==> config.mk <==
export PLATFORM = sky130hd
export DESIGN_NAME = regfile_dump
export DESIGN_NICKNAME = d
export VERILOG_FILES = /design/src/rtl/regfile_dump.sv
export SDC_FILE = /design/constraint.sdc
export NUM_CORES = 1
export LEC_CHECK = 0
export ABC_AREA = 1
export CAP_MARGIN = 20
export CORE_ASPECT_RATIO = 2
export CORE_MARGIN = 4
export CORE_UTILIZATION = 43
export CTS_BUF_LIST = sky130_fd_sc_hd__clkbuf_4
export DETAILED_ROUTE_END_ITERATION = 8
export PLACE_DENSITY = 0.82
export SYNTH_ARGS = -nofsm -noshare
export SYNTH_HDL_FRONTEND = slang
export SYNTH_SLANG_ARGS = --single-unit
==> constraint.sdc <==
create_clock -name clk -period 1.7 [get_ports clk]
set_input_delay 0.425 -clock clk [delete_from_list [all_inputs] [get_ports clk]]
set_output_delay 0.425 -clock clk [all_outputs]
set_load 0.1 [all_outputs]
==> src/rtl/regfile_dump.sv <==
// regfile_dump: debug reader that walks registers FIRST_REG..LAST_REG through a
// spare register-file read port and emits each value on a valid/ready stream,
// tagged with its register index.
//
// Ports:
//   clk, reset_n    : clock, synchronous active-low reset
//   start           : request a dump (sampled only in IDLE)
//   busy            : high from the cycle after start is accepted until done
//   done            : one-cycle pulse after the last word's handshake
//   rf_r_address    : read address to the register file (current read pointer)
//   rf_r_data       : registered read data (valid the cycle after the address)
//   m_data/m_index/m_last/m_valid/m_ready : output word stream
module regfile_dump #(
  parameter int FIRST_REG = 0,
  parameter int LAST_REG  = 31
) (
  input  logic        clk,
  input  logic        reset_n,
  input  logic        start,
  output logic        busy,
  output logic        done,
  output logic [4:0]  rf_r_address,
  input  logic [31:0] rf_r_data,
  output logic [31:0] m_data,
  output logic [4:0]  m_index,
  output logic        m_last,
  output logic        m_valid,
  input  logic        m_ready
);

  if (LAST_REG < FIRST_REG || FIRST_REG < 0 || LAST_REG > 31) begin : g_bad_range
    $error("regfile_dump: need 0 <= FIRST_REG <= LAST_REG <= 31");
  end

  localparam logic [4:0] FIRST = 5'(FIRST_REG);
  localparam logic [4:0] LAST  = 5'(LAST_REG);

  typedef enum logic [1:0] {S_IDLE, S_FILL, S_RUN, S_DRAIN} state_t;

  state_t      state_q, state_d;
  logic [4:0]  rd_ptr_q, rd_ptr_d;
  logic        data_ok_q, data_ok_d;
  logic [31:0] m_data_q, m_data_d;
  logic [4:0]  m_index_q, m_index_d;
  logic        m_last_q, m_last_d;
  logic        m_valid_q, m_valid_d;
  logic        busy_q, busy_d;
  logic        done_q, done_d;

  logic hs;
  logic capture;

  // hs: current word leaves at this edge. A new word may be captured on the
  // same edge, which keeps the stream at one word per two cycles.
  assign hs      = m_valid_q && m_ready;
  assign capture = (state_q == S_RUN) && data_ok_q && (!m_valid_q || m_ready);

  always_comb begin
    state_d   = state_q;
    rd_ptr_d  = rd_ptr_q;
    data_ok_d = data_ok_q;
    m_data_d  = m_data_q;
    m_index_d = m_index_q;
    m_last_d  = m_last_q;
    m_valid_d = m_valid_q;
    busy_d    = busy_q;
    done_d    = 1'b0;

    if (hs) m_valid_d = 1'b0;

    case (state_q)
      S_IDLE: begin
        if (start) begin
          rd_ptr_d  = FIRST;
          data_ok_d = 1'b0;
          busy_d    = 1'b1;
          state_d   = S_FILL;
        end
      end
      // Address has been presented; data shows up after the next edge.
      S_FILL: begin
        data_ok_d = 1'b1;
        state_d   = S_RUN;
      end
      // Waits here under backpressure with rd_ptr held, so rf_r_data keeps
      // tracking the same register.
      S_RUN: begin
        if (capture) begin
          m_data_d  = rf_r_data;
          m_index_d = rd_ptr_q;
          m_last_d  = (rd_ptr_q == LAST);
          m_valid_d = 1'b1;
          if (rd_ptr_q == LAST) begin
            state_d = S_DRAIN;
          end else begin
            rd_ptr_d  = rd_ptr_q + 5'd1;
            data_ok_d = 1'b0;
            state_d   = S_FILL;
          end
        end
      end
      S_DRAIN: begin
        if (hs) begin
          busy_d  = 1'b0;
          done_d  = 1'b1;
          state_d = S_IDLE;
        end
      end
      default: state_d = S_IDLE;
    endcase
  end

  always_ff @(posedge clk) begin
    if (!reset_n) begin
      state_q   <= S_IDLE;
      rd_ptr_q  <= FIRST;
      data_ok_q <= 1'b0;
      m_data_q  <= '0;
      m_index_q <= '0;
      m_last_q  <= 1'b0;
      m_valid_q <= 1'b0;
      busy_q    <= 1'b0;
      done_q    <= 1'b0;
    end else begin
      state_q   <= state_d;
      rd_ptr_q  <= rd_ptr_d;
      data_ok_q <= data_ok_d;
      m_data_q  <= m_data_d;
      m_index_q <= m_index_d;
      m_last_q  <= m_last_d;
      m_valid_q <= m_valid_d;
      busy_q    <= busy_d;
      done_q    <= done_d;
    end
  end

  assign rf_r_address = rd_ptr_q;
  assign m_data       = m_data_q;
  assign m_index      = m_index_q;
  assign m_last       = m_last_q;
  assign m_valid      = m_valid_q;
  assign busy         = busy_q;
  assign done         = done_q;

endmodule

---- Yosys cells after proc, flatten, opt, wreduce, memory -nomap -nowiden ----
Index checks and enable logic that the tools add are counted.
cells by class
  shift-type cells ........................ 0
  divide/modulo/power cells ............... 0
  muxes and demuxes ....................... 20
  bitwise gates (word level) .............. 0
  magnitude comparators ................... 0
  reductions and logical operators ........ 15
  eq/ne operators ......................... 8
  $add $sub $neg .......................... 1
  $mul .................................... 0
operators with widths
  cell                                                             number
  5-bit two-way mux                                                3
  5-bit one-hot mux with 2 select lines                            1
  1-bit two-way mux                                                9
  2-bit two-way mux                                                4
  2-bit != test, second input constant                             4
  2-bit one-hot mux with 4 select lines                            1
  4-bit AND reduction                                              2
  3-bit AND reduction                                              2
  5-bit by 1-bit adder with 5-bit output, second input constant    1
  5-bit == test, second input constant                             1
  2-bit == test, second input constant                             2
  2-bit AND reduction                                              2
  2-bit nonzero test                                               2
  1-bit logical AND                                                3
  1-bit one-hot mux with 3 select lines                            1
  3-bit nonzero test                                               1
  2-bit by 1-bit == test with 1-bit output, second input constant  1
  2-bit zero test                                                  1
  1-bit one-hot mux with 2 select lines                            1
  1-bit zero test                                                  1
  1-bit logical OR                                                 1
word-level totals
  output and inout port bits .............. 46
  input port bits ......................... 36
  bits in writable memories ............... 0
  bits in registers ....................... 49
  logic and storage cells ................. 53
  bits in read-only memories .............. 0
  bits in latches ......................... 0
  memories ................................ 0

---- Depth between registers and ports, before layout ----
  depth after elaboration ................. 5
  depth in mapped cells ................... 9
  depth with buffers taken out ............ 9

---- Least setup slack after synthesis ----
Ideal clock, no wire load.
  kind .................................... reg2reg
  start ................................... register rd_ptr_q[1], in the netlist rf_r_address[1]
  end ..................................... register rd_ptr_q[2], in the netlist rf_r_address[2]
  stages on the path, launching flop included .. 9
  arrival time ............................ 2092 ps
  data required time ...................... 1630 ps
  slack ................................... -462 ps
  cell sequence ........................... dfxtp_1 > ha_1 > nand2_1 > nor2_1 > ha_1 > a21oi_1 > nand3_2 > nand2_1 > a21oi_1
between the ends
  cells in the longest elaborated chain, start to end .. 4
  elaborated cells between the ends (all ways) .. 7
ends and longest elaborated chain
  what                                    line  RTL
  from (decl)                             41    logic [4:0] rd_ptr_q, rd_ptr_d;
  from (signal assigned)                  126   rd_ptr_q <= rd_ptr_d;
  5-bit by 1-bit adder with 5-bit output  96    rd_ptr_d = rd_ptr_q + 5'd1;
  5-bit two-way mux                       93    if (rd_ptr_q == LAST) begin
  5-bit two-way mux                       88    if (capture) begin
  5-bit one-hot mux with 2 select lines   71    case (state_q)
Parallel ways exist; a longest one is shown, timed or not. The select of a mux whose other input is x is not followed.
A chain may end at the register's enable or synchronous reset.

---- Worst setup path after layout ----
  start ................................... register rd_ptr_q[0], in the netlist rf_r_address[0]
  end ..................................... register rd_ptr_q[0], in the netlist rf_r_address[0]
The elaborated chain is that of the path after synthesis.

==> results.yml <==
routing:
  routed_wl_um: 5700
  vias: 1901
  remaining_drc_errors: 0
  antenna_left: 0
  drtPass1Iterations: 4
  avgViaCountPerCell: 5.04
  wl_per_cell_um: 15.1
  drt-initial-drc-count: 63
placed_design:
  hpwl_um: 4230
  place_area_um2: 3220
  portBuffers: 81
  gp_congestion: 0.726
synthesis:
  syn_area_um2: 1840
  synthTopCellsByArea: "dfxtp_1 (53%), nor2_1 (16%), o21ai_0 (10%)"
  synth_cell_types: 23
  netlist.area_leader.share: 0.534
  ys_warn_count: 0
  yosys_register_bits: 49
  synthFlopType: "dfxtp_1"
  syn-num-nets: 278
  synth.largest_area_cell: "dfxtp_1"
  synth_common_cells: "nor2_1 (79), dfxtp_1 (49), o21ai_0 (38), nand2_1 (20)"
  async_reset_ff_frac: 0
  synth_edf_count: 0
  synth.avg_cell_area_um2: 7.65
  yosys.cell_count.top_type: "nor2_1"
  synth_cells: 240
  ys_seq_area_frac: 0.534
critical_path:
  path_buf_inv: 0
  crit_type: "flop to flop"
  path_delay_family: "adder cells"
  cp_data_arrival_time_ps: 1910
  critPathCaptureType: "flop"
  slowest_stage: "dfxtp_4"
  crit_required_ps: 1960
  cp-start-kind: "flop"
  cp_slowest_stage_delay_ps: 390
  crit_fanout: 4
  worstPathCellList: "ha_1 -> nand2_1 -> nor2_1 -> ha_1 -> a21oi_4 -> nand3_2 -> a21oi_1 -> nor2_1"
clock_tree:
  clk_path_buf_depth: 2
  clk_pin_slew_ps: 150
  cts_buffers: 5
  cts_hold_buffers: 0
  root_buffer: "clkbuf_4"
  clkSinkCount: 49
  cts_max_level: 2
  tritoncts: "yes"
  insertion_delay_ps: 350
power:
  power_uw: 3670
  p_per_area_nw_per_um2: 1100
  p_switching_uw: 1520
  clock_power_share: 0.180
  seqPwrFrac: 0.388
  power_frac_comb: 0.432
  leakage_uw: 0.00142
  p_sw_frac: 0.415
  vdd_ir_drop_max_v: 0.000841
  power.internal_uw: 2150
global_route:
  grt_pass1_vias: 1865
  overflow: 0
  grt_max_degree: 45
  antenna_found_initial: 0
  track_usage: 0.214
  grt_first_pass_wirelength_um: 8650
floorplanning:
  rows: 33
  start_util: 0.445
  die_y_um: 100
  ios: 82
  die_x_um: 54.2
  core_um2: 4130
  dieArea_um2: 5440
sta:
  period_share: 0.970
  final_max_slew_viol_count: 0
  worst_pin_slew_ps: 360
  finalSetupViolCount: 0
  fin_crit_ps: 1650
  hold_viol_final: 0
  fmax_mhz: 606
  max_slew_margin: 0.759
  fin_worst_skew_ps: 19.9
min_path:
  hp-class: "flop to flop"
layout:
  fin_util: 0.805
  fin_area_um2: 3320
  drive_gt1_frac: 0.225
  syn_to_final_growth_pct: 80.9
  fillers: 252
  diodes: 0
  nets: 362
job:
  maxCapViolations: 0
status:
  outcome: "completed"
[repair_timing]
item                                    4_1_cts  5_1_grt
buffers inserted                              0        0
gates resized for setup                       0        5
endpoints found under the setup margin        0        5
[registers in the layout, indices dropped and copies added, names as in the netlist]
signal        flops
rf_r_address      5
done              1
busy              1
m_data           32
state_q           2
m_last            1
m_valid           1
data_ok_q         1
m_index           5
[kinds of logic after synthesis]
| group | Yosys count | synth area share |
|---|---|---|
| fa+ha+maj | 2 | 0.0136 |
| xor+xnor | 1 | 0.00477 |
| compound gates | 55 | 0.154 |
| flops | 49 | 0.534 |
| simple gates | 107 | 0.234 |
| buf+inv | 26 | 0.0593 |
[stage by stage]
stage	hold WS [ps]	setup WS, ps	instances	TNS, ps
after floorplan	439	27.0	240	0
after global placement	455	-61.3	368	-1760
after detailed placement	459	-173	368	-3600
after CTS	479	8.59	376	0
after global routing	527	-10.2	377	-19.5
final	475	51.1	377	0
[tightest hold or removal path, delay by kind of cell (launching register included)]
| kind | cells | cell delay [ps] |
|---|---|---|
| AO/OA/AOI/OAI | 1 | 50 |
| flip-flops | 1 | 340 |
| AND/OR/NAND/NOR | 1 | 60 |
[layer usage]
layer | wire, um | global-route usage | share of wire
met5 | 0 | 0 | 0
met4 | 218 | 0.107 | 0.038
met3 | 219 | 0.0386 | 0.038
met2 | 3310 | 0.385 | 0.58
met1 | 1950 | 0.220 | 0.34
[path summary, 6_finish.rpt]
path                                        end  slack, ps  cells past startpoint             from
worst max-delay path            rf_r_address[0]         50                      8  rf_r_address[0]
worst min-delay path                  data_ok_q        480                      2        data_ok_q
worst max register to register  rf_r_address[0]         50                      8  rf_r_address[0]
worst min register to register        data_ok_q        480                      2        data_ok_q
[layout make-up]
class,instances,area (um2),share of cell area
clock buffers,5,37.5,0.0113
clock inverters,3,41.3,0.0124
inverters,15,56.3,0.0169
multi-input cells,166,776,0.233
flip-flops and latches,49,993,0.299
well taps,52,65.1,0.0196
repair buffers,87,1350,0.407
[power by group through the flow]
stage	Clock [uW]	Combinational, uW	Sequential [uW]
2_1_floorplan	0	322	2030
3_3_place_gp	0	1510	1430
3_5_place_dp	0	1540	1440
4_1_cts	686	1550	1410
5_1_grt	723	1660	1440
6_report	661	1580	1420
[cell usage in the layout, fill, tap and decap left out]
cell type / Yosys / routed
buf_12: 0 / 49
inv_1: 13 / 13
ha_1: 2 / 2
nand2_2: 1 / 1
nand4_1: 1 / 1
bufinv_16: 0 / 1
nor3_1: 1 / 1
dfxtp_4: 0 / 2
o21a_1: 1 / 1
clkbuf_4: 0 / 5
o21ai_2: 1 / 1
o21ai_0: 38 / 37
xor2_1: 1 / 1
nand3_1: 3 / 3
a21oi_1: 13 / 12
nand2_1: 20 / 20
nor2_1: 79 / 79
a31oi_1: 1 / 1
clkinv_1: 0 / 1
a21oi_4: 0 / 1
nand3_2: 1 / 1
buf_4: 1 / 3
nor3_4: 1 / 1
dfxtp_2: 0 / 4
clkdlybuf4s50_1: 0 / 35
inv_2: 2 / 2
nand3_4: 0 / 1
clkinvlp_4: 0 / 1
o21ai_1: 1 / 2
dfxtp_1: 49 / 43
Note: power is estimated with default switching activity, not from simulation.
